===== config.mk =====
export PLATFORM = sky130hd
export DESIGN_NAME = mem_access_unit
export DESIGN_NICKNAME = d
export VERILOG_FILES = /design/src/rtl/mem_access_unit.sv
export SDC_FILE = /design/constraint.sdc
export NUM_CORES = 1
export LEC_CHECK = 0
export BUFFER_PORTS_ARGS = -buffer_cell sky130_fd_sc_hd__buf_4
export CAP_MARGIN = 20
export CORE_MARGIN = 1
export CORE_UTILIZATION = 35
export CTS_BUF_LIST = sky130_fd_sc_hd__clkbuf_2
export DETAILED_ROUTE_END_ITERATION = 10
export GPL_ROUTABILITY_DRIVEN = 0
export PLACE_DENSITY = 0.62
export SYNTH_ARGS = -nofsm -noshare
export SYNTH_HDL_FRONTEND = slang
export SYNTH_SLANG_ARGS = --single-unit
export TNS_END_PERCENT = 30

===== constraint.sdc =====
create_clock -name clk -period 5.8 [get_ports clk]
set_input_delay 0.58 -clock clk [delete_from_list [all_inputs] [get_ports clk]]
set_output_delay 0.58 -clock clk [all_outputs]
set_load 0.02 [all_outputs]

===== src/rtl/mem_access_unit.sv =====
// mem_access_unit
//   Load/store front end placed directly upstream of a word-wide data RAM
//   with one cycle of read latency. It accepts byte/halfword/word requests,
//   drives the RAM's wren/address/write_data, and returns a one-cycle
//   response pulse. Loads are extracted and zero- or sign-extended from the
//   RAM word. Sub-word stores use read-modify-write. Misaligned accesses and
//   the illegal size code are reported with resp_err, and the RAM is left
//   untouched.
//
// Ports
//   clk, rstn        clock; synchronous active-low reset
//   req_valid/ready  request handshake (ready only while idle)
//   req_write        1 = store, 0 = load
//   req_size         00 byte, 01 half, 10 word, 11 illegal
//   req_unsigned     zero-extend (1) or sign-extend (0) loads
//   req_addr         byte address
//   req_wdata        right-aligned store data
//   resp_valid       one-cycle completion pulse
//   resp_err         misaligned / illegal size, valid with resp_valid
//   resp_rdata       load result (0 for stores and errors)
//   ram_wren, ram_address, ram_write_data   to the RAM
//   ram_data         RAM word for the address sampled on the previous edge

`ifndef RAM_ADDRESS_BITWIDTH
`define RAM_ADDRESS_BITWIDTH 16
`endif

module mem_access_unit #(
  parameter int ADDR_W = `RAM_ADDRESS_BITWIDTH
) (
  input  logic              clk,
  input  logic              rstn,
  input  logic              req_valid,
  output logic              req_ready,
  input  logic              req_write,
  input  logic [1:0]        req_size,
  input  logic              req_unsigned,
  input  logic [ADDR_W-1:0] req_addr,
  input  logic [31:0]       req_wdata,
  output logic              resp_valid,
  output logic              resp_err,
  output logic [31:0]       resp_rdata,
  output logic              ram_wren,
  output logic [ADDR_W-1:0] ram_address,
  output logic [31:0]       ram_write_data,
  input  logic [31:0]       ram_data
);

  typedef enum logic [1:0] {
    IDLE  = 2'd0,
    ISSUE = 2'd1,
    DATA  = 2'd2,
    RESP  = 2'd3
  } state_t;

  state_t      state;

  // The upper address bits live in ram_address; only the lane offset is kept here.
  logic        lat_write;
  logic        lat_unsigned;
  logic [1:0]  lat_size;
  logic [1:0]  lat_off;
  logic [31:0] lat_wdata;

  logic        accept;
  logic        align_err;
  logic        wren_raw;
  logic [31:0] wdata_sel;
  logic [31:0] merged;
  logic [31:0] load_val;
  logic [7:0]  load_byte;
  logic [15:0] load_half;

  assign req_ready = rstn & (state == IDLE);
  assign accept    = req_valid & req_ready;

  // Alignment/size legality of the incoming request
  always_comb begin
    align_err = 1'b0;
    case (req_size)
      2'b00:   align_err = 1'b0;
      2'b01:   align_err = req_addr[0];
      2'b10:   align_err = (req_addr[1:0] != 2'b00);
      default: align_err = 1'b1;
    endcase
  end

  // Replace the addressed lane of the RAM word with the store data
  always_comb begin
    merged = ram_data;
    case (lat_size)
      2'b00:   merged[{lat_off, 3'b000} +: 8]     = lat_wdata[7:0];
      2'b01:   merged[{lat_off[1], 4'b0000} +: 16] = lat_wdata[15:0];
      default: merged = ram_data;
    endcase
  end

  // Extract the addressed lane of the RAM word and extend it to 32 bits
  always_comb begin
    load_byte = ram_data[{lat_off, 3'b000} +: 8];
    load_half = ram_data[{lat_off[1], 4'b0000} +: 16];
    load_val  = ram_data;
    case (lat_size)
      2'b00: begin
        if (lat_unsigned) begin
          load_val = {24'd0, load_byte};
        end else begin
          load_val = {{24{load_byte[7]}}, load_byte};
        end
      end
      2'b01: begin
        if (lat_unsigned) begin
          load_val = {16'd0, load_half};
        end else begin
          load_val = {{16{load_half[15]}}, load_half};
        end
      end
      default: load_val = ram_data;
    endcase
  end

  // RAM write strobe and data: word stores write in ISSUE, sub-word stores in DATA
  always_comb begin
    wren_raw  = 1'b0;
    wdata_sel = 32'd0;
    case (state)
      ISSUE: begin
        if (lat_write && (lat_size == 2'b10)) begin
          wren_raw  = 1'b1;
          wdata_sel = lat_wdata;
        end else begin
          wren_raw  = 1'b0;
          wdata_sel = 32'd0;
        end
      end
      DATA: begin
        if (lat_write) begin
          wren_raw  = 1'b1;
          wdata_sel = merged;
        end else begin
          wren_raw  = 1'b0;
          wdata_sel = 32'd0;
        end
      end
      default: begin
        wren_raw  = 1'b0;
        wdata_sel = 32'd0;
      end
    endcase
  end

  // Gating with rstn keeps a reset in the middle of a store from reaching the RAM.
  assign ram_wren       = wren_raw & rstn;
  assign ram_write_data = ram_wren ? wdata_sel : 32'd0;

  // Request FSM with registered response and RAM address
  always_ff @(posedge clk) begin
    if (!rstn) begin
      state        <= IDLE;
      resp_valid   <= 1'b0;
      resp_err     <= 1'b0;
      resp_rdata   <= 32'd0;
      ram_address  <= {ADDR_W{1'b0}};
      lat_write    <= 1'b0;
      lat_unsigned <= 1'b0;
      lat_size     <= 2'b00;
      lat_off      <= 2'b00;
      lat_wdata    <= 32'd0;
    end else begin
      case (state)
        IDLE: begin
          resp_valid <= 1'b0;
          resp_err   <= 1'b0;
          resp_rdata <= 32'd0;
          if (accept) begin
            lat_write    <= req_write;
            lat_unsigned <= req_unsigned;
            lat_size     <= req_size;
            lat_off      <= req_addr[1:0];
            lat_wdata    <= req_wdata;
            if (align_err) begin
              state      <= RESP;
              resp_valid <= 1'b1;
              resp_err   <= 1'b1;
            end else begin
              state       <= ISSUE;
              ram_address <= {req_addr[ADDR_W-1:2], 2'b00};
            end
          end
        end
        ISSUE: begin
          if (lat_write && (lat_size == 2'b10)) begin
            state      <= RESP;
            resp_valid <= 1'b1;
          end else begin
            state <= DATA;
          end
        end
        DATA: begin
          state      <= RESP;
          resp_valid <= 1'b1;
          resp_rdata <= lat_write ? 32'd0 : load_val;
        end
        RESP: begin
          state      <= IDLE;
          resp_valid <= 1'b0;
          resp_err   <= 1'b0;
          resp_rdata <= 32'd0;
        end
        default: begin
          state      <= IDLE;
          resp_valid <= 1'b0;
          resp_err   <= 1'b0;
          resp_rdata <= 32'd0;
        end
      endcase
    end
  end

endmodule


==> results of run 1 <==
==> worst max path at each step <==
stage,from,end,cells past startpoint
after floorplan,lat_off[1],ram_write_data[11],10
after detailed placement,lat_off[0],ram_write_data[21],8
after CTS,lat_off[0],ram_write_data[21],8
final,lat_off[0],ram_write_data[19],8
after global routing,lat_off[0],ram_write_data[19],8
after global placement,lat_off[0],ram_write_data[19],7
==> logic make-up after synthesis <==
logic type,Yosys count,synth area share (%)
other cells,1,0.0696
simple gates,248,22.3
mux,18,4.55
fa+ha+maj,11,2.56
buf+inv,90,7.41
flops,88,32.7
compound gates,228,30.4
==> cell usage after synthesis, drive strengths merged (5+ instances only) <==
cell	instances
nor3	5
mux2i	5
a211oi	18
o31ai	6
clkbuf	39
or3	6
mux2	9
dfxtp	88
ha	11
a221o	25
inv	16
nand2	113
a21oi	27
a221oi	23
a21o	5
a222oi	5
nor2	17
and2	17
buf	34
nand2b	14
o21a	13
nand3	49
o21ai	52
o22ai	17
==> sequential cells by signal, indices dropped and copies added (netlist names) <==
| register | cells |
|---|---|
| lat_wdata | 32 |
| resp_rdata | 32 |
| ram_address | 14 |
| lat_off | 2 |
| lat_size | 2 |
| state | 2 |
| lat_unsigned | 1 |
| lat_write | 1 |
| resp_err | 1 |
| resp_valid | 1 |
==> final cells by class <==
type	count	area, um2
multi-input cells	507	3230
clock buffers	10	50.0
repair buffers	177	1330
fillers	1519	8020
flip-flops and latches	88	1760
clock inverters	6	67.6
well taps	184	230
inverters	17	63.8
==> layout by cell type (no fill, tap or decap), drive strengths merged, types with 5 or more instances in the layout <==
master,synthesis,final
buf,34,177
nand2,113,113
dfxtp,88,88
o21ai,52,52
nand3,49,49
a21oi,27,27
a221o,25,25
a221oi,23,23
a211oi,18,18
and2,17,17
nor2,17,17
o22ai,17,17
inv,16,17
nand2b,14,14
o21a,13,13
ha,11,11
clkbuf,39,10
mux2,9,9
or3,6,6
o31ai,6,6
mux2i,5,5
a21o,5,5
a222oi,5,5
nor3,5,5
==> per-layer routing <==
metal,routed length [um],up-vias,global-route usage [%],part of all wire [%]
met5,0,-,0,0
met4,805,0,11.8,4.0
met3,2120,61,5.82,10
met2,8820,378,37.8,43
met1,8630,2825,33.9,42
li1,-,2770,-,-
==> power by group <==
part / internal (uW) / switching (uW) / total, uW
clock: 102 / 231 / 334
combinational: 405 / 595 / 1000
sequential: 746 / 148 / 894
total: 1250 / 975 / 2230
==> worst min-delay path: cells and delay by family <==
family / cells / cell delay (ns)
and+or+nand+nor: 2 / 0.08
buffers and inverters: 1 / 0.08
==> per-stage QoR <==
| step | setup WS [ns] | instance area [um2] |
|---|---|---|
| detailed placement | 2.27 | 6610 |
| CTS | 1.52 | 6730 |
| global route | 1.29 | 6730 |
| floorplan | 2.71 | 5390 |
| finish | 1.50 | 6730 |
| global placement | 2.19 | 6610 |
==> results.yml, run 1 <==
power_and_ir_drop:
  ir_drop_mv: 0.178
  power.leakage_uw: 0.00284
  p_total_uw: 2230
  powerDensity_nw_per_um2: 331
sta:
  fin_skew_ns: 0.0512
  post-route-period-util_pct: 74.2
  setup_violations: 0
  rsz0062_at_grt: "false"
  drv_slew: 0
  worst_slew_margin_rel_pct: 32.0
  tightest_slew_ns: 1.01
  max_freq_mhz: 232
  min_period_ns: 4.30
  hold_violations: 0
  tns_ns: 0
  whs_ns: 0.130
finish:
  fin_cells: 989
  syn_to_final_growth_pct: 24.9
  final_core_util_pct: 45.6
  final_nets: 898
  drive_gt1_share_pct: 26.5
  antenna_cells: 0
setup_path:
  cp_data_arrival_time_ns: 3.72
  start_kind: "flop"
  cp_top_family: "flip-flops"
  slowest_stage: "dfxtp_1"
  timing.rr.start: "state[0]"
  crit_chain: "inv_1 -> ha_1 -> nor4bb_1 -> buf_2 -> a221oi_1 -> a211oi_1 -> o21a_1 -> buf_4"
  path_buf_inv: 3
  crit_type: "reg2out"
  reg2regPathDepth: 6
  cpPeakStageDelay_ns: 0.86
  r2r_slack_ns: 2.93
  cp.required_ns: 5.22
  r2r_end: "resp_rdata[29]"
  cp_max_fo: 18
  crit_path_end_kind: "output pin"
clock_tree:
  cts-root-buf: "clkbuf_2"
  clk-insertion-delay-late_ns: 0.62
  cts_max_level: 3
  cts_sinks: 88
  cts_buffer_depth: 2
  post-cts-setup-buffers: 0
  clk_pin_slew_ns: 0.27
  cts_tree: "done"
  postCtsHoldBufs: 0
  cts_resized: 0
  cts_buffers: 9
route:
  routed_wl_um: 20400
  initialDrtViolationCount: 628
  dr_total_vias: 6034
  drc: 0
  dr.pass1.iters: 6
  viasPerCell: 6.10
  wl_per_cell_um: 20.6
  drtAntennaViolNets: 0
floorplan:
  start_util_pct: 36.5
  io_pins: 171
  dieHeight_um: 126
  die_w_um: 126
  core_area_um2: 14800
  num_rows: 44
  die_area_um2: 15900
yosys:
  synth.top_cell.area_share_pct: 32.7
  synth_edf_count: 0
  yosysSeqAreaShare_pct: 32.7
  ys_warn_count: 0
  synth_area_um2: 5390
  async_flop_share_pct: 0
  synth.area.top_cells: "dfxtp_1, nand2_1, a221o_1, o21ai_0, nand3_1"
  yosysTopAreaCell: "dfxtp_1"
  avgSynthCellArea_um2: 7.87
  ys_types: 61
  synthCells: 684
  synth_top_flop_cell: "dfxtp_1"
  ys_ff_latch: 88
placed_design:
  hpwl_um: 14500
  dp_cells: 973
  io_buffers: 168
global_route:
  grt_pass1_vias: 5503
  antenna_found_initial: 0
  grt_overflow: 0
  grt_max_degree: 60
  grt_util_all_layers_pct: 25.1
  grt_pass1_wl_um: 31100
flow_run:
  max-cap-violations: 0
worst_hold_path:
  min_path_cells: 3
  hold_end: "lat_wdata[18]"
  hp-start: "req_wdata[18]"
  worstHoldPathType: "in2reg"
run_status:
  status: "complete, no violations"
Power figures use the tool's default switching activity.
==> run 2, diff against run 1 <==
- ABC_AREA: default -> 1
- clock period: 5.8 -> 4.2 ns (I/O delays scaled with it)
==> run 2 against run 1 <==
Effect of this change:
- clock power increased by 51%
- routed wire length increased by 6.9%
- combinational power increased by 70%
- via count increased by 12%
- setup slack got worse by 1.0 ns
- sequential power increased by 26%
- sequential share of layout area decreased by 2.6 points
- total power increased by 50%
- register-to-register slack got worse by 1.2 ns
- synthesized area increased by 7.0%
- clock skew decreased by 0.030 ns
- cell count increased by 31%
- critical endpoint is now ram_write_data[11]
- largest power group unchanged
==> results.yml, run 2 <==
sta:
  fin_skew_ns: 0.0215
  tightest_slew_ns: 0.739
  hold_violations: 0
  max_freq_mhz: 268
  drv_slew: 0
  worst_slew_margin_rel_pct: 50.7
  post-route-period-util_pct: 88.8
  tns_ns: 0
  min_period_ns: 3.73
  setup_violations: 0
  whs_ns: 0.0515
  rsz0062_at_grt: "false"
power_and_ir_drop:
  ir_drop_mv: 0.249
  powerDensity_nw_per_um2: 446
  power.leakage_uw: 0.00309
finish:
  final_common_cell: "nand2_1"
  fillCellCount: 1774
  largestRegisters: "lat_wdata (32), resp_rdata (32), ram_address (14)"
  antenna_cells: 0
  multiInputGateArea_um2: 3410
  final_nets: 1173
  layout_common_cells: "nand2_1, buf_4, nor2_1"
  drive_gt1_share_pct: 21.6
  register_area_um2: 1760
  syn_to_final_growth_pct: 29.9
clock_tree:
  cts_buffer_depth: 2
  cts_tree: "done"
  clk-insertion-delay-late_ns: 0.62
  cts_resized: 0
  cts_buffers: 9
  clk_pin_slew_ns: 0.24
  cts_max_level: 3
  cts-root-buf: "clkbuf_2"
  cts_sinks: 88
placed_design:
  hpwl_um: 15900
  io_buffers: 168
global_route:
  grt_pass1_wl_um: 33300
  grt_util_all_layers_pct: 25.9
  grt_pass1_vias: 6193
  grt_overflow: 0
  grt_max_degree: 71
  antenna_found_initial: 0
route:
  drc: 0
  routed_wl_um: 21800
  wl_per_cell_um: 16.8
  initialDrtViolationCount: 680
  drtAntennaViolNets: 0
  dr.pass1.iters: 8
  viasPerCell: 5.21
  dr_total_vias: 6755
floorplan:
  start_util_pct: 36.0
  core_area_um2: 16000
  dieHeight_um: 130
  io_pins: 171
  die_w_um: 130
  die_area_um2: 17000
  num_rows: 46
setup_path:
  slowest_stage: "o21bai_2"
  r2r_end: "lat_wdata[3]"
  cp.required_ns: 3.78
  crit_path_end_kind: "output pin"
  reg2regPathDepth: 9
  path_common_cell: "buf_4"
  setup.worst_path.end: "ram_write_data[11]"
  start_kind: "flop"
  cpPeakStageDelay_ns: 0.56
  crit_chain: "inv_1 -> ha_1 -> nand2_1 -> buf_4 -> inv_1 -> o21bai_2 -> buf_4 -> a21oi_1 -> buf_4"
  startpoint: "state[0]"
  crit_type: "reg2out"
  cp_data_arrival_time_ns: 3.31
  r2r_slack_ns: 1.75
  timing.rr.start: "state[0]"
  cp_max_fo: 32
yosys:
  synth.area.top_cells: "dfxtp_1, nand2_1, a21oi_1, o21ai_0, nor2_1"
  ys_warn_count: 0
  synth.most_common_cell: "nand2_1"
  synth_area_um2: 5760
  ys_top_cells_by_count: "nand2_1, nor2_1, a21oi_1"
  synth_top_flop_cell: "dfxtp_1"
  synthCells: 919
  async_flop_share_pct: 0
  avgSynthCellArea_um2: 6.27
  synth_edf_count: 0
  synth.top_cell.area_share_pct: 30.6
  yosysTopAreaCell: "dfxtp_1"
  ys_types: 32
  yosysSeqAreaShare_pct: 30.6
  ys_ff_latch: 88
flow_run:
  max-cap-violations: 0
run_status:
  status: "complete, no violations"
worst_hold_path:
  worstHoldPathType: "in2reg"
==> run 2: area by class of cell <==
class	instances	share of cell area (%)
multi-input combinational	701	45.6
sequential	88	23.5
timing repair buffer	212	22.3
tap	216	3.61
inverter	63	3.21
clock inverter	6	1.12
clock buffer	10	0.668
==> run 2: stage by stage <==
stage | utilization [%] | total power [uW] | instances | cell area (um2) | setup slack, ns
after floorplan | - | 2310 | 920 | 5770 | 1.71
final | 46.8 | 3340 | 1296 | 7490 | 0.469
after CTS | 46.8 | 3340 | 1296 | 7490 | 0.484
after global routing | 46.8 | 3590 | 1296 | 7490 | 0.275
after global placement | 44.1 | 2790 | 1250 | 7050 | 1.24
after detailed placement | 44.1 | 2800 | 1250 | 7050 | 1.24
==> run 2: what timing repair did <==
item | in CTS | in global routing
hold buffers | 30 | 0
buffers inserted | 0 | 0
endpoints found under the hold margin | 30 | 0
endpoints found under the setup margin | 0 | 0
==> run 2: logic make-up (layout without fill, tap and decap cells) <==
logic type / Yosys count / after routing / synth area share [%]
AO/OA/AOI/OAI: 277 / 277 / 27.2
adder cells (fa/ha/maj): 11 / 11 / 2.39
buffers and inverters: 131 / 291 / 10.3
flip-flops: 88 / 88 / 30.6
multiplexers: 1 / 1 / 0.174
other: 1 / 2 / 0.0651
AND/OR/NAND/NOR: 410 / 410 / 29.3
==> run 2: power breakdown <==
group          switching (uW)  internal [uW]  total (uW)
clock                     308            198         506
sequential                121           1010        1130
combinational            1120            585        1700
total                    1550           1790        3340
==> run 2: worst max-delay path, delay by kind of cell, from the launching register on <==
kind / cells / cell delay [ns]
buffers and inverters: 5 / 1.24
adder cells (fa/ha/maj): 1 / 0.20
AO/OA/AOI/OAI: 2 / 0.71
AND/OR/NAND/NOR: 1 / 0.06
flip-flops: 1 / 0.49
==> run 2: worst min path at each step <==
stage / slack (ns) / start / to / cells after the start
6_report: 0.05 / req_addr[12] / ram_address[12] / 3
5_1_grt: 0.04 / req_wdata[12] / lat_wdata[12] / 3
4_1_cts: 0.001 / req_addr[12] / ram_address[12] / 3
3_5_place_dp: 0.45 / resp_rdata[28] / resp_rdata[28] / 2
3_3_place_gp: 0.45 / resp_rdata[28] / resp_rdata[28] / 2
2_1_floorplan: 0.45 / lat_wdata[16] / lat_wdata[16] / 2
==> run 2: metal layers <==
layer	vias up	routed length, um	GRT usage [%]
met3	64	1990	5.78
li1	3366	-	-
met4	0	981	12.6
met1	2961	9460	34.8
met2	364	9360	39.2
met5	-	0	0
